<file path="config.mk">
export PLATFORM = sky130hd
export DESIGN_NAME = decode_stage_flat
export DESIGN_NICKNAME = d
export VERILOG_FILES = /design/src/rtl/decode_stage_if.sv /design/src/rtl/decode_stage.sv /design/src/flat_wrapper.sv
export SDC_FILE = /design/constraint.sdc
export NUM_CORES = 1
export LEC_CHECK = 0
export ABC_AREA = 1
export BUFFER_PORTS_ARGS = -buffer_cell sky130_fd_sc_hd__buf_4
export CAP_MARGIN = 20
export CELL_PAD_IN_SITES_DETAIL_PLACEMENT = 0
export CELL_PAD_IN_SITES_GLOBAL_PLACEMENT = 1
export CORE_ASPECT_RATIO = 2
export CORE_MARGIN = 4
export CORE_UTILIZATION = 32
export DETAILED_ROUTE_END_ITERATION = 8
export PLACE_DENSITY_LB_ADDON = 0.1
export SETUP_SLACK_MARGIN = 0.3
export SKIP_LAST_GASP = 1
export SLEW_MARGIN = 5
export SYNTH_ARGS = -nofsm -noshare
export SYNTH_HDL_FRONTEND = slang
export SYNTH_SLANG_ARGS = --single-unit
</file>
<file path="constraint.sdc">
create_clock -name clk -period 1.7 [get_ports clk]
set_clock_uncertainty 0.15 [all_clocks]
set_input_delay 0.255 -clock clk [delete_from_list [all_inputs] [get_ports clk]]
set_output_delay 0.255 -clock clk [all_outputs]
set_load 0.005 [all_outputs]
</file>
<file path="src/rtl/decode_stage_if.sv">
`default_nettype none
// ============================================================================
// Module   : decode_stage_if
// Purpose  : Bundle of the fetch-to-decode inputs and the decode-to-ALU
//            outputs of the RV32I decode stage.
// Ports    : master - fetch/control side (drives pc_i, instr_i, clk_en_i,
//                     stall_i, flush_i; observes every decode output)
//            slave  - decode stage side (the reverse)
// Revision : 1.0 - initial release
// ============================================================================
interface decode_stage_if #(
  parameter int NUM_CLASSES = 11
);
  // fetch / control inputs to decode
  logic [31:0]            pc_i;
  logic [31:0]            instr_i;
  logic                   clk_en_i;
  logic                   stall_i;
  logic                   flush_i;
  // combinational regfile read addresses
  logic [4:0]             rs1_rd_addr_o;
  logic [4:0]             rs2_rd_addr_o;
  // registered decoded bundle
  logic [31:0]            pc_o;
  logic [4:0]             rs1_o;
  logic [4:0]             rs2_o;
  logic [4:0]             rd_o;
  logic [31:0]            imm_o;
  logic [2:0]             funct3_o;
  logic                   funct7_5_o;
  logic [NUM_CLASSES-1:0] class_o;
  logic                   illegal_o;
  logic                   ecall_o;
  logic                   ebreak_o;
  logic                   mret_o;
  logic                   hazard_stall_o;
  logic                   clk_en_o;

  modport master (
    output pc_i, instr_i, clk_en_i, stall_i, flush_i,
    input  rs1_rd_addr_o, rs2_rd_addr_o, pc_o, rs1_o, rs2_o, rd_o, imm_o,
           funct3_o, funct7_5_o, class_o, illegal_o, ecall_o, ebreak_o,
           mret_o, hazard_stall_o, clk_en_o
  );

  modport slave (
    input  pc_i, instr_i, clk_en_i, stall_i, flush_i,
    output rs1_rd_addr_o, rs2_rd_addr_o, pc_o, rs1_o, rs2_o, rd_o, imm_o,
           funct3_o, funct7_5_o, class_o, illegal_o, ecall_o, ebreak_o,
           mret_o, hazard_stall_o, clk_en_o
  );
endinterface
`default_nettype wire

</file>
<file path="src/rtl/decode_stage.sv">
`default_nettype none
// ============================================================================
// Module   : decode_stage
// Purpose  : RV32I decode stage. Decodes the fetched instruction
//            combinationally, registers the decoded bundle for the ALU stage,
//            drives regfile read addresses one cycle ahead so synchronous
//            regfile data lines up with the bundle, and requests a one-cycle
//            stall on a load-use hazard.
// Ports    : clk   - clock
//            rstn  - asynchronous active-low reset
//            bus   - decode_stage_if.slave (fetch inputs, decoded outputs)
// Revision : 1.0 - initial release
// ============================================================================
module decode_stage #(
  parameter bit ENABLE_HAZARD = 1'b1,
  parameter int NUM_CLASSES   = 11     // class bit order is fixed; keep at 11
) (
  input  wire logic     clk,
  input  wire logic     rstn,
  decode_stage_if.slave bus
);

  // opcode[6:2] values (opcode[1:0] must be 2'b11)
  localparam logic [4:0] c_OPC_LUI      = 5'b01101;
  localparam logic [4:0] c_OPC_AUIPC    = 5'b00101;
  localparam logic [4:0] c_OPC_JAL      = 5'b11011;
  localparam logic [4:0] c_OPC_JALR     = 5'b11001;
  localparam logic [4:0] c_OPC_BRANCH   = 5'b11000;
  localparam logic [4:0] c_OPC_LOAD     = 5'b00000;
  localparam logic [4:0] c_OPC_STORE    = 5'b01000;
  localparam logic [4:0] c_OPC_OP_IMM   = 5'b00100;
  localparam logic [4:0] c_OPC_OP       = 5'b01100;
  localparam logic [4:0] c_OPC_MISC_MEM = 5'b00011;
  localparam logic [4:0] c_OPC_SYSTEM   = 5'b11100;

  localparam logic [31:0] c_ECALL  = 32'h0000_0073;
  localparam logic [31:0] c_EBREAK = 32'h0010_0073;
  localparam logic [31:0] c_MRET   = 32'h3020_0073;

  localparam int c_CLS_LOAD = 5;

  // ---------------------------------------------------------------- decode
  logic [31:0]            w_instr;
  logic [4:0]             w_opc;
  logic [2:0]             w_f3;
  logic [6:0]             w_f7;
  logic [31:0]            w_imm_i, w_imm_s, w_imm_b, w_imm_u, w_imm_j;
  logic [NUM_CLASSES-1:0] w_class;
  logic [31:0]            w_imm;
  logic                   w_illegal, w_ecall, w_ebreak, w_mret;
  logic                   w_rd_zero, w_uses_rs1, w_uses_rs2;
  logic [4:0]             w_rd;
  logic                   w_hazard;
  logic                   w_update;

  assign w_instr = bus.instr_i;
  assign w_opc   = w_instr[6:2];
  assign w_f3    = w_instr[14:12];
  assign w_f7    = w_instr[31:25];

  assign w_imm_i = {{20{w_instr[31]}}, w_instr[31:20]};
  assign w_imm_s = {{20{w_instr[31]}}, w_instr[31:25], w_instr[11:7]};
  assign w_imm_b = {{19{w_instr[31]}}, w_instr[31], w_instr[7],
                    w_instr[30:25], w_instr[11:8], 1'b0};
  assign w_imm_u = {w_instr[31:12], 12'b0};
  assign w_imm_j = {{11{w_instr[31]}}, w_instr[31], w_instr[19:12],
                    w_instr[20], w_instr[30:21], 1'b0};

  // Illegal encodings leave w_class all-zero and raise no rs usage, so they
  // can never trigger a hazard.
  always_comb begin
    w_class    = '0;
    w_imm      = '0;
    w_illegal  = 1'b0;
    w_ecall    = 1'b0;
    w_ebreak   = 1'b0;
    w_mret     = 1'b0;
    w_rd_zero  = 1'b0;
    w_uses_rs1 = 1'b0;
    w_uses_rs2 = 1'b0;
    if (w_instr[1:0] != 2'b11) begin
      w_illegal = 1'b1;
    end else begin
      case (w_opc)
        c_OPC_LUI:   begin w_class[0] = 1'b1; w_imm = w_imm_u; end
        c_OPC_AUIPC: begin w_class[1] = 1'b1; w_imm = w_imm_u; end
        c_OPC_JAL:   begin w_class[2] = 1'b1; w_imm = w_imm_j; end
        c_OPC_JALR: begin
          if (w_f3 != 3'd0) begin
            w_illegal = 1'b1;
          end else begin
            w_class[3] = 1'b1; w_imm = w_imm_i; w_uses_rs1 = 1'b1;
          end
        end
        c_OPC_BRANCH: begin
          w_class[4] = 1'b1; w_imm = w_imm_b; w_rd_zero = 1'b1;
          w_uses_rs1 = 1'b1; w_uses_rs2 = 1'b1;
        end
        c_OPC_LOAD: begin
          w_class[5] = 1'b1; w_imm = w_imm_i; w_uses_rs1 = 1'b1;
        end
        c_OPC_STORE: begin
          w_class[6] = 1'b1; w_imm = w_imm_s; w_rd_zero = 1'b1;
          w_uses_rs1 = 1'b1; w_uses_rs2 = 1'b1;
        end
        c_OPC_OP_IMM: begin
          w_class[7] = 1'b1; w_imm = w_imm_i; w_uses_rs1 = 1'b1;
        end
        c_OPC_OP: begin
          // funct7 0x20 only selects SUB (f3=0) and SRA (f3=5)
          if ((w_f7 == 7'h00) ||
              ((w_f7 == 7'h20) && ((w_f3 == 3'd0) || (w_f3 == 3'd5)))) begin
            w_class[8] = 1'b1; w_uses_rs1 = 1'b1; w_uses_rs2 = 1'b1;
          end else begin
            w_illegal = 1'b1;
          end
        end
        c_OPC_MISC_MEM: begin
          w_class[9] = 1'b1; w_imm = w_imm_i; w_rd_zero = 1'b1;
        end
        c_OPC_SYSTEM: begin
          if (w_f3 == 3'd0) begin
            w_rd_zero = 1'b1;
            w_ecall   = (w_instr == c_ECALL);
            w_ebreak  = (w_instr == c_EBREAK);
            w_mret    = (w_instr == c_MRET);
            if (w_ecall || w_ebreak || w_mret) begin
              w_class[10] = 1'b1; w_imm = w_imm_i;
            end else begin
              w_illegal = 1'b1;
            end
          end else begin
            // CSR access reads rs1 (or a zimm that is harmless to compare)
            w_class[10] = 1'b1; w_imm = w_imm_i; w_uses_rs1 = 1'b1;
          end
        end
        default: w_illegal = 1'b1;
      endcase
    end
  end

  assign w_rd = w_rd_zero ? 5'd0 : w_instr[11:7];

  // ---------------------------------------------------------------- hazard
  logic [NUM_CLASSES-1:0] r_class;
  logic [4:0]             r_rd;
  logic                   r_clk_en;

  generate
    if (ENABLE_HAZARD) begin : g_hazard_on
      // Load in the ALU slot whose rd feeds the instruction now in decode.
      // Once the bubble is inserted r_clk_en drops, so this clears itself
      // after exactly one cycle.
      assign w_hazard = r_clk_en & r_class[c_CLS_LOAD] & (r_rd != 5'd0) &
                        bus.clk_en_i & ~bus.stall_i & ~bus.flush_i &
                        ((w_uses_rs1 & (w_instr[19:15] == r_rd)) |
                         (w_uses_rs2 & (w_instr[24:20] == r_rd)));
    end else begin : g_hazard_off
      assign w_hazard = 1'b0;
    end
  endgenerate

  assign w_update = bus.clk_en_i & ~bus.stall_i & ~w_hazard;

  // ------------------------------------------------------------- registers
  logic [31:0] r_pc;
  logic [4:0]  r_rs1, r_rs2;
  logic [31:0] r_imm;
  logic [2:0]  r_f3;
  logic        r_f7_5;
  logic        r_illegal, r_ecall, r_ebreak, r_mret;

  always_ff @(posedge clk or negedge rstn) begin
    if (!rstn) begin
      r_pc      <= '0;
      r_rs1     <= '0;
      r_rs2     <= '0;
      r_rd      <= '0;
      r_imm     <= '0;
      r_f3      <= '0;
      r_f7_5    <= 1'b0;
      r_class   <= '0;
      r_illegal <= 1'b0;
      r_ecall   <= 1'b0;
      r_ebreak  <= 1'b0;
      r_mret    <= 1'b0;
      r_clk_en  <= 1'b0;
    end else begin
      if (w_update) begin
        r_pc      <= bus.pc_i;
        r_rs1     <= w_instr[19:15];
        r_rs2     <= w_instr[24:20];
        r_rd      <= w_rd;
        r_imm     <= w_imm;
        r_f3      <= w_f3;
        r_f7_5    <= w_instr[30];
        r_class   <= w_class;
        r_illegal <= w_illegal;
        r_ecall   <= w_ecall;
        r_ebreak  <= w_ebreak;
        r_mret    <= w_mret;
      end
      // A flush arriving during a stall waits for the stall to drop.
      if (!bus.stall_i) begin
        if (bus.flush_i) begin
          r_clk_en <= 1'b0;
        end else if (w_hazard) begin
          r_clk_en <= 1'b0;
        end else begin
          r_clk_en <= bus.clk_en_i;
        end
      end
    end
  end

  // --------------------------------------------------------------- outputs
  assign bus.rs1_rd_addr_o  = w_instr[19:15];
  assign bus.rs2_rd_addr_o  = w_instr[24:20];
  assign bus.pc_o           = r_pc;
  assign bus.rs1_o          = r_rs1;
  assign bus.rs2_o          = r_rs2;
  assign bus.rd_o           = r_rd;
  assign bus.imm_o          = r_imm;
  assign bus.funct3_o       = r_f3;
  assign bus.funct7_5_o     = r_f7_5;
  assign bus.class_o        = r_class;
  assign bus.illegal_o      = r_illegal;
  assign bus.ecall_o        = r_ecall;
  assign bus.ebreak_o       = r_ebreak;
  assign bus.mret_o         = r_mret;
  assign bus.hazard_stall_o = w_hazard;
  assign bus.clk_en_o       = r_clk_en;

endmodule
`default_nettype wire

</file>
<file path="src/flat_wrapper.sv">
// flat-port wrapper written by rule: the top's interface ports become plain ports
module decode_stage_flat 
#(
  parameter bit ENABLE_HAZARD = 1'b1,
  parameter int NUM_CLASSES   = 11                                            
)
  (clk, rstn, bus_pc_i, bus_instr_i, bus_clk_en_i, bus_stall_i, bus_flush_i, bus_rs1_rd_addr_o, bus_rs2_rd_addr_o, bus_pc_o, bus_rs1_o, bus_rs2_o, bus_rd_o, bus_imm_o, bus_funct3_o, bus_funct7_5_o, bus_class_o, bus_illegal_o, bus_ecall_o, bus_ebreak_o, bus_mret_o, bus_hazard_stall_o, bus_clk_en_o);
  decode_stage_if #(.NUM_CLASSES(NUM_CLASSES)) bus_i ();
  input  wire logic clk;
  input  wire logic rstn;
  input wire logic [$bits(bus_i.pc_i)-1:0] bus_pc_i;
  input wire logic [$bits(bus_i.instr_i)-1:0] bus_instr_i;
  input wire logic [$bits(bus_i.clk_en_i)-1:0] bus_clk_en_i;
  input wire logic [$bits(bus_i.stall_i)-1:0] bus_stall_i;
  input wire logic [$bits(bus_i.flush_i)-1:0] bus_flush_i;
  output wire logic [$bits(bus_i.rs1_rd_addr_o)-1:0] bus_rs1_rd_addr_o;
  output wire logic [$bits(bus_i.rs2_rd_addr_o)-1:0] bus_rs2_rd_addr_o;
  output wire logic [$bits(bus_i.pc_o)-1:0] bus_pc_o;
  output wire logic [$bits(bus_i.rs1_o)-1:0] bus_rs1_o;
  output wire logic [$bits(bus_i.rs2_o)-1:0] bus_rs2_o;
  output wire logic [$bits(bus_i.rd_o)-1:0] bus_rd_o;
  output wire logic [$bits(bus_i.imm_o)-1:0] bus_imm_o;
  output wire logic [$bits(bus_i.funct3_o)-1:0] bus_funct3_o;
  output wire logic [$bits(bus_i.funct7_5_o)-1:0] bus_funct7_5_o;
  output wire logic [$bits(bus_i.class_o)-1:0] bus_class_o;
  output wire logic [$bits(bus_i.illegal_o)-1:0] bus_illegal_o;
  output wire logic [$bits(bus_i.ecall_o)-1:0] bus_ecall_o;
  output wire logic [$bits(bus_i.ebreak_o)-1:0] bus_ebreak_o;
  output wire logic [$bits(bus_i.mret_o)-1:0] bus_mret_o;
  output wire logic [$bits(bus_i.hazard_stall_o)-1:0] bus_hazard_stall_o;
  output wire logic [$bits(bus_i.clk_en_o)-1:0] bus_clk_en_o;
  assign bus_i.pc_i = bus_pc_i;
  assign bus_i.instr_i = bus_instr_i;
  assign bus_i.clk_en_i = bus_clk_en_i;
  assign bus_i.stall_i = bus_stall_i;
  assign bus_i.flush_i = bus_flush_i;
  assign bus_rs1_rd_addr_o = bus_i.rs1_rd_addr_o;
  assign bus_rs2_rd_addr_o = bus_i.rs2_rd_addr_o;
  assign bus_pc_o = bus_i.pc_o;
  assign bus_rs1_o = bus_i.rs1_o;
  assign bus_rs2_o = bus_i.rs2_o;
  assign bus_rd_o = bus_i.rd_o;
  assign bus_imm_o = bus_i.imm_o;
  assign bus_funct3_o = bus_i.funct3_o;
  assign bus_funct7_5_o = bus_i.funct7_5_o;
  assign bus_class_o = bus_i.class_o;
  assign bus_illegal_o = bus_i.illegal_o;
  assign bus_ecall_o = bus_i.ecall_o;
  assign bus_ebreak_o = bus_i.ebreak_o;
  assign bus_mret_o = bus_i.mret_o;
  assign bus_hazard_stall_o = bus_i.hazard_stall_o;
  assign bus_clk_en_o = bus_i.clk_en_o;
  decode_stage #(.ENABLE_HAZARD(ENABLE_HAZARD), .NUM_CLASSES(NUM_CLASSES)) u_core (.clk(clk), .rstn(rstn), .bus(bus_i));
endmodule
</file>
After elaboration in Yosys (flattened, before gate mapping)
Index checks and enable logic that the tools add are counted.
{ "totals": {"output_inout_bits": 110, "ff_bits": 99, "input_bits": 69} }
{ "classes": {"n_bitwise": 14, "eq_ne": 18, "n_reduce_logical": 16, "mux": 47} }
{ "op_table": {"columns": ["cell", "count"], "rows": [
  ["$pmux 32 s7", 1],
  ["$mux 32", 4],
  ["$mux 1", 36],
  ["$eq 32x21->1 const B", 1],
  ["$eq 32x30->1 const B", 1],
  ["$eq 32x7->1 const B", 1],
  ["$eq 5x5->1 const B", 4],
  ["$eq 5x4->1 const B", 3],
  ["$mux 11", 1],
  ["$and 1x1->1", 10],
  ["$eq 5x3->1 const B", 2],
  ["$eq 5x5->1", 2],
  ["$pmux 1 s4", 2],
  ["$reduce_or 8->1", 1],
  ["$eq 7x6->1 const B", 1],
  ["$logic_not 7->1", 1],
  ["$reduce_or 3->1", 2],
  ["$eq 5x2->1 const B", 1],
  ["$logic_not 5->1", 1],
  ["$mux 5", 1],
  ["$reduce_bool 5->1", 1],
  ["$logic_or 1x1->1", 4],
  ["$pmux 1 s2", 2],
  ["$reduce_or 2->1", 2],
  ["8 further kinds", 10]
]} }

Logic depth before layout (Yosys ltp)
Gate-level depths: netlist (run 1).
{ "depth": {"ltp_word": 12, "ltp_mapped": 14} }

Worst setup path before layout (run 1)
OpenSTA, ideal clock, no wires.
{ "synth_path": {"path_kind": "input to register", "start": "input bus_instr_i[6]", "end": "register u_core.r_imm[21], in the netlist u_core.bus.imm_o[21]", "n_path_buf": 2, "path_stages": 11, "arrival_time_ns": 1.531, "setup_slack_ns": -0.098, "cell_sequence": "buf_2 -> inv_1 -> nand2_1 -> inv_1 -> a21oi_2 -> nand2_1 -> o21ai_1 -> nor2_2 -> buf_2 -> nand2_1 -> nand2_1"} }
{ "synth_between": {"elab_chain_len": 9, "elab_cells_between_ends": 34, "classes_between": "13 x eq/ne; 8 x mux; 6 x bitwise; 7 x reduce/logical"} }
{ "synth_lines": {"columns": ["item", "line_no", "rtl"], "rows": [
  ["from (decl)", "flat_wrapper.sv:12", "input wire logic [$bits(bus_i.instr_i)-1:0] bus_instr_i;"],
  ["$eq 5x5->1 (tied with other cells)", "decode_stage.sv:84", "case (w_opc)"],
  ["$reduce_or 4->1 (no source line) / $reduce_or 2->1 (equally long branches)", null, null],
  ["$pmux 1 s4 / $pmux 1 s2 (equally long branches)", "decode_stage.sv:84", null],
  ["$mux 1", "decode_stage.sv:81", "if (w_instr[1:0] != 2'b11) begin"],
  ["$and 1x1->1, on equally long branches", "decode_stage.sv:156, decode_stage.sv:157", null],
  ["$or 1x1->1", "decode_stage.sv:156", "((w_uses_rs1 & (w_instr[19:15] == r_rd)) |"],
  ["$and 1x1->1", "decode_stage.sv:155", "bus.clk_en_i & ~bus.stall_i & ~bus.flush_i &"],
  ["$not 1->1", "decode_stage.sv:163", "assign w_update = bus.clk_en_i & ~bus.stall_i & ~w_hazard;"],
  ["$and 1x1->1", "decode_stage.sv:163", null],
  ["to (signal assigned)", "decode_stage.sv:194", "r_imm <= w_imm;"],
  ["to (decl)", "decode_stage.sv:168", "logic [31:0] r_imm;"]
]} }
Parallel ways exist; a longest one is shown, timed or not.
A chain may end at the register's enable or synchronous reset.

Worst setup path in the final report (run 1)
{ "layout_path": {"start": "register u_core.r_rd[4], in the netlist u_core.bus.rd_o[4]", "end": "register u_core.r_pc[22], in the netlist u_core.bus.pc_o[22]"} }
{ "layout_between": {"elab_chain_len": 8, "elab_cells_between_ends": 13, "classes_between": "2 x eq/ne; 10 x bitwise; 1 x reduce/logical"} }
{ "layout_lines": {"columns": ["item", "line_no", "rtl"], "rows": [
  ["from (decl)", "decode_stage.sv:146", "logic [4:0] r_rd;"],
  ["from (signal assigned)", "decode_stage.sv:193", "r_rd <= w_rd;"],
  ["$reduce_bool 5->1", "decode_stage.sv:154", "assign w_hazard = r_clk_en & r_class[c_CLS_LOAD] & (r_rd != 5'd0) &"],
  ["$and 1x1->1 (2 in a row)", "decode_stage.sv:154", null],
  ["$and 1x1->1 (2 in a row)", "decode_stage.sv:155", null],
  ["$and 1x1->1 (*)", "decode_stage.sv:155", null],
  ["$not 1->1 (*)", "decode_stage.sv:163", null],
  ["$and 1x1->1 (*)", "decode_stage.sv:163", null],
  ["to (signal assigned)", "decode_stage.sv:190", "r_pc <= bus.pc_i;"],
  ["to (decl)", "decode_stage.sv:166", "logic [31:0] r_pc;"]
]} }
Mark *: on every way between the ends. The rest lies on a longest branch, timed or not.

==> impl_metrics.py, run 1 <==
metrics = {
    "synthesis": {
        "synth_area_mm2": 0.00527,
        "avgSynthCellArea_um2": 7.31,
        "yosys_warnings": 0,
        "synthArstFlopShare": 1.00,
        "yosys-top-cells-count": "nand2_1 (320), dfrtp_1 (99), inv_1 (48), nor2_1 (39)",
        "yosysTopAreaCellShare": 0.470,
        "yosys_register_bits": 99,
        "synth_edf_count": 0,
        "yosysMostFrequentCell": "nand2_1",
        "yosysUniqueCellTypes": 24,
        "synth-seq-area-share": 0.470,
        "synth_area_leaders": "dfrtp_1 (47%), nand2_1 (23%), nand3_1 (3.6%)",
        "synth_top_area_cell": "dfrtp_1",
        "syn_inst": 721,
        "synthFlopType": "dfrtp_1",
        "syn-num-nets": 790,
    },
    "die": {
        "start_util": 0.326,
        "num_io_pins": 179,
        "core.rowCount": 66,
        "fp.dieW_um": 98.7,
        "coreArea_mm2": 0.0162,
        "die_h_um": 189,
        "die_area_mm2": 0.0187,
    },
    "sta": {
        "finalCritPeriodShare": 1.34,
        "timing.fmax_mhz": 439,
        "worstMarginPinSlew_ps": 546,
        "rsz0062_at_grt": "yes",
        "post-route-min-period_ps": 2280,
        "finalHoldViolCount": 0,
        "relSlewSlack": 0.636,
        "setup_viol": 100,
        "timing.final.ws_setup_ps": -579,
        "drv_slew": 0,
    },
    "final_layout": {
        "final_cells": 1294,
        "nets": 1154,
        "syn_to_final_growth_pct": 93.0,
        "nFillCells": 1417,
        "fin_area_mm2": 0.0102,
        "diodes": 0,
        "drive_gt1_frac": 0.504,
    },
    "critical_path": {
        "cp.required_ps": 1790,
        "cpPeakStageDelay_ps": 470,
        "crit_top_cell": "buf_6",
        "path_max_fanout": 5,
        "start_kind": "register",
        "crit_slowest_cell": "dfrtp_2",
        "arrival_ps": 2370,
        "crit_chain": "buf_4 > xnor2_1 > nand3_2 > a21oi_4 > buf_6 > buf_6 > a21oi_4 > buf_6 > buf_8 > clkbuf_16 > nand2_2 > nand2_1",
        "crit_path_end_kind": "register",
        "crit_type": "reg -> reg",
    },
    "power_and_ir_drop": {
        "power_density_mw_per_mm2": 670,
        "total_leakage_power_nw": 5.42,
        "ir_drop_v": 0.000492,
    },
    "clock_tree": {
        "clock-sinks": 99,
        "cts_buffers": 9,
        "clk_latency_ps": 360,
        "cts_buffer_depth": 2,
        "tritoncts": "yes",
        "clk_pin_slew_worst_paths_ps": 80,
        "root_buffer": "clkbuf_16",
        "cts_htree_levels": 3,
    },
    "run_status": {
        "status": "complete, but fails checks",
        "violations": "negative setup slack",
    },
    "place": {
        "io_buffers": 178,
        "dp.cells": 1183,
        "gp_congestion": 0.963,
        "place_area_mm2": 0.00759,
        "dp_hpwl_um": 15700,
    },
    "run": {
        "max_cap_viol_count": 0,
    },
    "detailed_routing": {
        "dr.pass1.iters": 5,
        "post-route-drc-count": 0,
        "first_iter_violations": 237,
        "viasPerCell": 4.91,
        "ant_nets": 0,
        "wl_per_cell_um": 19.9,
        "num_vias": 6349,
        "wl_um": 25700,
    },
    "global_routing": {
        "grt_pass1_vias": 6514,
        "grt-ovfl-total": 0,
        "antenna_found_initial": 0,
        "grt_max_degree": 100,
        "grt_pass1_wl_um": 35200,
        "grt_usage": 0.243,
    },
    "min_path": {
        "min_path_type": "in -> reg",
    },
}
[metrics by stage]
stage	power [mW]	setup slack (ps)	util	setup TNS, ps	hold slack, ps
2_1_floorplan	3.14	-40.6	-	-2280	-191
5_1_grt	7.13	-639	0.628	-56340	21.6
3_3_place_gp	3.95	-559	0.469	-43590	203
6_report	6.82	-579	0.628	-48260	17.9
4_1_cts	6.51	-555	0.551	-42650	14.3
3_5_place_dp	3.97	-628	0.469	-45240	213
[timing repair]
item / in CTS / in global routing
pin swaps: 6 / 54
hold buffers: 34 / 0
gates resized for setup: 29 / 228
endpoints found under the hold margin: 132 / 0
setup endpoints to repair: 107 / 107
setup buffers: 17 / 11
cloned: 13 / 20
[worst max-delay path, delay by kind of cell (launching register included)]
| kind | cells | cell delay (ps) |
|---|---|---|
| xor gates and xnor gates | 1 | 160 |
| and+or+nand+nor | 3 | 290 |
| AOI/OAI and AO/OA | 2 | 280 |
| buffers and inverters | 6 | 810 |
| DFF | 1 | 470 |
[path summary, 6_finish.rpt]
| path | start | end | slack, ps | depth (start not counted) |
|---|---|---|---|---|
| worst max-delay path | u_core.bus.rd_o[4] | u_core.bus.pc_o[22] | -580 | 12 |
| max in group asynchronous | rstn | u_core.bus.pc_o[6] | 630 | 3 |
| min in group asynchronous | rstn | u_core.bus.pc_o[19] | 360 | 3 |
| worst max register to register | u_core.bus.rd_o[4] | u_core.bus.pc_o[22] | -580 | 12 |
| worst min register to register | u_core.bus.pc_o[2] | u_core.bus.pc_o[2] | 330 | 2 |
| worst min-delay path | bus_flush_i | u_core.bus.clk_en_o | 20 | 3 |
[cells in the final DEF, fill, tap and decap left out, types with 14 or more instances in the layout]
master,count
nand2_2,72
nor2_1,35
o211ai_1,24
clkbuf_16,26
nand2_1,210
a21oi_1,14
nand3_1,32
buf_12,15
o21ai_2,20
dlygate4sd3_1,34
buf_6,21
dfrtp_1,97
inv_1,43
o21ai_0,18
buf_4,286
nand2_4,44
[layout make-up]
| cell class | count | area [um^2] | share of cell area |
|---|---|---|---|
| timing repair buffer | 391 | 3880 | 0.382 |
| multi-input combinational | 530 | 3030 | 0.298 |
| sequential | 99 | 2480 | 0.244 |
| tap | 204 | 255 | 0.0251 |
| clock buffer | 10 | 239 | 0.0235 |
| inverter | 54 | 203 | 0.0199 |
| clock inverter | 6 | 77.6 | 0.00763 |
[report_power, final]
part	internal, mW	switching, mW
Combinational	1.03	0.883
Clock	1.22	1.02
Sequential	2.53	0.136
[routing by layer]
metal  share of wire  vias up  global-route usage
li1                -     3032                   -
met1            0.34     3036               0.249
met2            0.58      216               0.475
met3           0.039       65              0.0317
met4           0.048        0               0.105
met5               0        -                   0
[cell families after synthesis]
| family | count (synthesis) | share of synthesized area |
|---|---|---|
| buffers and inverters | 93 | 0.0890 |
| xor gates and xnor gates | 2 | 0.00332 |
| AOI/OAI and AO/OA | 95 | 0.104 |
| DFF | 99 | 0.470 |
| and+or+nand+nor | 432 | 0.334 |
[flip-flops by register name, summed over array words and instances, names as in the netlist]
register               flops
u_core.bus.mret_o          1
u_core.bus.rs1_o           5
u_core.bus.pc_o           32
u_core.bus.funct7_5_o      1
u_core.bus.rd_o            5
u_core.bus.illegal_o       1
u_core.bus.clk_en_o        1
u_core.bus.ecall_o         1
u_core.bus.imm_o          32
u_core.bus.ebreak_o        1
u_core.bus.class_o        11
u_core.bus.funct3_o        3
u_core.bus.rs2_o           5
Note: power is estimated with default switching activity, not from simulation.
==> inputs of run 2 (changes only) <==
--- a/config.mk
+++ b/config.mk
@@ -14,7 +14,7 @@
 export CORE_MARGIN = 4
 export CORE_UTILIZATION = 32
 export DETAILED_ROUTE_END_ITERATION = 8
-export PLACE_DENSITY_LB_ADDON = 0.1
+export PLACE_DENSITY_LB_ADDON = 0.15
 export SETUP_SLACK_MARGIN = 0.3
 export SKIP_LAST_GASP = 1
 export SLEW_MARGIN = 5
==> run 2 against run 1 <==
Compared with the run above:
- via count is 3.9% lower
- routed wire length is 14% lower
- combinational power is 15% lower
- highest routed layer unchanged
- hold slack better by 41 ps
- largest cell class unchanged
- first-iteration DRC count is 49% higher
- sequential share of layout area is 2.6 points higher
- the flow still finishes with violations (negative setup slack)
- utilization is 6.1 points lower
==> impl_metrics.py, run 2 (synthesized netlist as in run 1, its figures left out) <==
metrics = {
    "clock_tree": {
        "cts_htree_levels": 3,
        "clock-sinks": 99,
        "tritoncts": "yes",
        "clk_latency_ps": 360,
        "root_buffer": "clkbuf_16",
        "clk_pin_slew_worst_paths_ps": 80,
        "cts_buffer_depth": 2,
        "cts_buffers": 9,
    },
    "final_layout": {
        "layout_common_cells": "nand2_1 (314), buf_4 (291), dfrtp_1 (98)",
        "final_common_cell": "nand2_1",
        "multi_input_area_mm2": 0.00245,
        "final_cells": 1278,
        "regArea_mm2": 0.00248,
        "drive_gt1_frac": 0.377,
        "nFillCells": 1553,
        "diodes": 0,
        "syn_to_final_growth_pct": 74.2,
        "nets": 1138,
        "finalCoreUtilization": 0.567,
    },
    "power_and_ir_drop": {
        "internal_power_mw": 4.60,
        "p_comb_frac": 0.256,
        "switching_share": 0.283,
        "ir_drop_v": 0.000467,
        "clock_power_share": 0.333,
        "pwr-share-seq": 0.411,
        "power_density_mw_per_mm2": 698,
        "total_leakage_power_nw": 4.89,
        "p_sw_mw": 1.82,
    },
    "die": {
        "num_io_pins": 179,
        "die_h_um": 189,
        "start_util": 0.326,
        "coreArea_mm2": 0.0162,
        "core.rowCount": 66,
        "die_area_mm2": 0.0187,
        "fp.dieW_um": 98.7,
    },
    "detailed_routing": {
        "post-route-drc-count": 0,
        "ant_nets": 0,
        "wl_um": 22200,
        "dr.pass1.iters": 5,
        "viasPerCell": 4.77,
        "wl_per_cell_um": 17.4,
        "first_iter_violations": 352,
        "num_vias": 6100,
    },
    "sta": {
        "finalCritPeriodShare": 1.28,
        "relSlewSlack": 0.667,
        "rsz0062_at_grt": "yes",
        "drv_slew": 0,
        "setup_viol": 100,
        "timing.final.ws_setup_ps": -477,
        "worstMarginPinSlew_ps": 496,
        "post-route-min-period_ps": 2180,
        "finalHoldViolCount": 0,
        "timing.fmax_mhz": 459,
    },
    "critical_path": {
        "crit_chain": "nand2_1 > nand2_1 > nor2_2 > nand3_2 > inv_2 > nand2_2 > nand2_2 > buf_6 > inv_2 > a211oi_2 > buf_4",
        "crit_path_end_kind": "primary output",
        "arrival_ps": 1770,
        "path_max_fanout": 3,
        "crit_slowest_cell": "dfrtp_1",
        "cp.required_ps": 1290,
        "cpPeakStageDelay_ps": 420,
        "crit_type": "reg -> out",
        "start_kind": "register",
    },
    "run": {
        "max_cap_viol_count": 0,
    },
    "place": {
        "gp_congestion": 0.902,
        "dp_hpwl_um": 16000,
        "io_buffers": 178,
        "dp.cells": 1189,
    },
    "global_routing": {
        "grt_pass1_vias": 6286,
        "grt-ovfl-total": 0,
        "grt_usage": 0.230,
        "grt_max_degree": 35,
        "antenna_found_initial": 0,
        "grt_pass1_wl_um": 33300,
    },
    "run_status": {
        "status": "complete, but fails checks",
        "violations": "negative setup slack",
    },
    "min_path": {
        "min_path_type": "in -> reg",
    },
}
==> run 2: final timing paths <==
path	startpoint	endpoint	slack (ps)	cells after the start
hold / removal	bus_instr_i[9]	u_core.bus.rd_o[2]	60	3
setup reg to reg	u_core.bus.rd_o[2]	u_core.bus.rs1_o[3]	-430	13
min in group asynchronous	rstn	u_core.bus.mret_o	220	2
max in group asynchronous	rstn	u_core.bus.rd_o[4]	660	3
setup / recovery	u_core.bus.rd_o[2]	bus_hazard_stall_o	-480	11
hold reg to reg	u_core.bus.class_o[3]	u_core.bus.class_o[3]	320	2
==> run 2: repair_timing <==
item	4_1_cts	5_1_grt
resized for setup	33	36
buffers inserted	15	4
gates cloned	9	10
endpoints found under the hold margin	56	0
setup endpoints to repair	107	107
pin swaps	14	10
hold buffers	35	0
==> run 2: per-stage QoR <==
stage / TNS (ps) / total power, mW / setup slack (ps) / cell area (um^2) / hold slack, ps
6_report: -36130 / 6.41 / -477 / 9180 / 58.6
5_1_grt: -48770 / 6.74 / -589 / 9180 / 78.7
4_1_cts: -36560 / 6.41 / -531 / 8820 / 44.2
3_5_place_dp: -48170 / 3.99 / -668 / 7640 / 55.0
3_3_place_gp: -47950 / 3.97 / -635 / 7640 / 49.9
2_1_floorplan: -2280 / 3.14 / -40.6 / 5330 / -191
==> run 2: cell type report <==
| cell class | instances | share of cell area |
|---|---|---|
| Timing Repair Buffer | 375 | 0.381 |
| Inverter | 54 | 0.0221 |
| Tap cell | 204 | 0.0278 |
| Multi-Input combinational cell | 530 | 0.267 |
| Clock buffer | 10 | 0.0249 |
| Sequential cell | 99 | 0.270 |
| Clock inverter | 6 | 0.00777 |
==> run 2: worst max-delay path: cells and delay by family (launching register included) <==
kind                   cells  cell delay [ps]
AO/OA/AOI/OAI              1              140
buffers and inverters      4              350
flip-flops                 1              420
AND/OR/NAND/NOR            6              500
==> run 2: power by group through the flow <==
stage          clock network, mW  logic [mW]  registers (mW)
5_1_grt                     2.30        1.78            2.65
4_1_cts                     2.23        1.55            2.63
2_1_floorplan                  0       0.455            2.69
3_5_place_dp                   0        1.31            2.68
6_report                    2.14        1.64            2.63
3_3_place_gp                   0        1.30            2.67
==> run 2: per-layer routing <==
metal	track usage	wire length (um)	vias to the layer above	part of all wire
met5	0	0	-	0
met4	0.115	1040	0	0.047
met3	0.0313	1020	50	0.046
met2	0.439	12300	225	0.55
met1	0.237	7840	2826	0.35
li1	-	-	2999	-
==> inputs of run 3 (changes only) <==
--- a/config.mk
+++ b/config.mk
@@ -12,7 +12,8 @@
 export CELL_PAD_IN_SITES_GLOBAL_PLACEMENT = 1
 export CORE_ASPECT_RATIO = 2
 export CORE_MARGIN = 4
-export CORE_UTILIZATION = 32
+export CORE_UTILIZATION = 33
+export CTS_BUF_LIST = sky130_fd_sc_hd__clkbuf_4 sky130_fd_sc_hd__clkbuf_8
 export DETAILED_ROUTE_END_ITERATION = 8
 export PLACE_DENSITY_LB_ADDON = 0.15
 export SETUP_SLACK_MARGIN = 0.3
==> run 3 against run 2 <==
Compared with the run above:
- the run still ends with negative setup slack left
- sequential cell count unchanged
- via count decreased by 1.3%
- setup slack got worse by 100 ps
- critical path depth decreased by 2
- sequential share of layout area increased by 1.9 points
- routed wire length decreased by 4.3%
- utilization decreased by 2.0 points
- sequential power about the same
- clock-buffer cell count decreased by 1
- register-to-register slack got worse by 50 ps
- power decreased by 9.6%
- critical path type unchanged
==> impl_metrics.py, run 3 (synthesized netlist as in run 1, its figures left out) <==
metrics = {
    "global_routing": {
        "grt-ovfl-total": 0,
        "antenna_found_initial": 0,
        "grt_use_met1": 0.232,
        "grt_pass1_wl_um": 32400,
        "grt_util_met3": 0.0419,
        "grt_max_degree": 45,
        "grt_use_met2": 0.430,
        "busiest_layer": "met2",
        "grt_usage": 0.226,
        "grt_pass1_vias": 6154,
    },
    "final_layout": {
        "final_common_cell": "nand2_1",
        "nets": 1119,
        "nFillCells": 1524,
        "diodes": 0,
        "syn_to_final_growth_pct": 62.9,
        "layout_common_cells": "nand2_1 (316), buf_4 (302), dfrtp_1 (99)",
        "drive_gt1_frac": 0.365,
    },
    "clock_tree": {
        "clk_latency_ps": 390,
        "tritoncts": "yes",
        "cts_buffers": 9,
        "clk_pin_slew_worst_paths_ps": 110,
        "root_buffer": "clkbuf_8",
        "cts_htree_levels": 3,
        "clock-sinks": 99,
        "cts_buffer_depth": 2,
    },
    "critical_path": {
        "crit_slowest_cell": "dfrtp_1",
        "crit_top_cell": "buf_4",
        "worstReg2RegStart": "u_core.bus.rd_o[3]",
        "r2r_cells": 13,
        "arrival_ps": 1870,
        "cp.required_ps": 1290,
        "r2r_end": "u_core.bus.imm_o[26]",
        "start_kind": "register",
        "crit_path_end_kind": "primary output",
        "rrSetupSlack_ps": -480,
        "worst-path-buf-inv": 4,
        "crit_chain": "inv_2 > buf_4 > nand2_1 > nand2_1 > nor2_1 > nand3_2 > buf_4 > a211oi_2 > buf_4",
        "crit_type": "reg -> out",
        "cpPeakStageDelay_ps": 420,
        "path_max_fanout": 4,
        "crit_family": "buffers and inverters",
    },
    "min_path": {
        "min_to": "u_core.bus.rs1_o[3]",
        "hp-start": "bus_instr_i[18]",
        "min_path_type": "in -> reg",
        "min_path_cells": 4,
    },
    "sta": {
        "rsz0062_at_grt": "yes",
        "timing.fmax_mhz": 439,
        "drv_slew": 0,
        "worstMarginPinSlew_ps": 521,
        "finalCritPeriodShare": 1.34,
        "setup_viol": 101,
        "timing.final.ws_setup_ps": -579,
        "finalHoldViolCount": 0,
        "whs_ps": 102,
        "tns_ps": -43410,
        "post-route-min-period_ps": 2280,
        "relSlewSlack": 0.651,
    },
    "place": {
        "gp_congestion": 0.937,
        "dpl_worst_slack_ps": -656,
        "io_buffers": 178,
        "dp_hpwl_um": 16000,
    },
    "detailed_routing": {
        "dr.pass1.iters": 5,
        "wl_um": 21200,
        "post-route-drc-count": 0,
        "ant_nets": 0,
        "num_vias": 6023,
        "viasPerCell": 4.80,
        "wl_per_cell_um": 16.9,
        "first_iter_violations": 229,
    },
    "run": {
        "max_cap_viol_count": 0,
    },
    "die": {
        "die_h_um": 187,
        "num_io_pins": 179,
        "start_util": 0.336,
        "coreArea_mm2": 0.0157,
        "fp.dieW_um": 97.4,
        "core.rowCount": 65,
        "die_area_mm2": 0.0182,
    },
    "run_status": {
        "violations": "negative setup slack",
        "status": "complete, but fails checks",
    },
    "power_and_ir_drop": {
        "power_density_mw_per_mm2": 675,
        "total_leakage_power_nw": 4.61,
        "ir_drop_v": 0.000374,
    },
}
run 3: per-layer routing:
layer | share of wire | wire length [um]
met4 | 0.039 | 831
met5 | 0 | 0
met3 | 0.047 | 1010
met1 | 0.35 | 7400
met2 | 0.56 | 12000
run 3: tightest hold or removal path, cell delays in order:
cell	delay, ps
buf_4	120
inv_1	60
buf_4	120
o21ai_2	60
run 3: area by class of cell:
class	count	area, um^2	share of cell area
sequential	99	2480	0.289
clock buffer	9	124	0.0144
timing repair buffer	355	2960	0.345
multi-input combinational	531	2480	0.288
tap	201	251	0.0293
clock inverter	7	95.1	0.0111
inverter	54	203	0.0236
run 3: stage by stage:
step	total power [mW]	std cells	instance area, um^2	util
5_1_grt	6.12	1256	8590	0.547
6_report	5.80	1256	8590	0.547
4_1_cts	5.81	1247	8370	0.534
2_1_floorplan	3.14	721	5330	-
3_3_place_gp	3.95	1182	7610	0.485
3_5_place_dp	3.97	1182	7610	0.485
run 3: how the worst max path moves through the flow:
stage | slack (ps) | endpoint | startpoint | cells after the start
floorplan | -40 | u_core.bus.pc_o[10] | u_core.bus.rd_o[3] | 12
finish | -580 | bus_hazard_stall_o | u_core.bus.rd_o[0] | 9
CTS | -590 | bus_hazard_stall_o | u_core.bus.rd_o[0] | 12
global route | -690 | bus_hazard_stall_o | u_core.bus.rd_o[0] | 12
detailed placement | -660 | u_core.bus.imm_o[12] | bus_instr_i[4] | 10
global placement | -590 | u_core.bus.imm_o[18] | bus_instr_i[4] | 10
run 3: report_power, final:
part / leakage, nW / internal, mW / switching (mW)
registers: 1.30 / 2.52 / 0.112
clock network: 0.111 / 0.724 / 0.970
logic: 3.20 / 0.777 / 0.691
run 3: timing repair:
item                       4_1_cts  5_1_grt
setup buffers                   12        4
setup endpoints to repair      107      111
hold buffers                    35        0
hold endpoints to repair       132        0
pin swaps                        8        8
gates resized for setup         13       31
gates cloned                     2        5
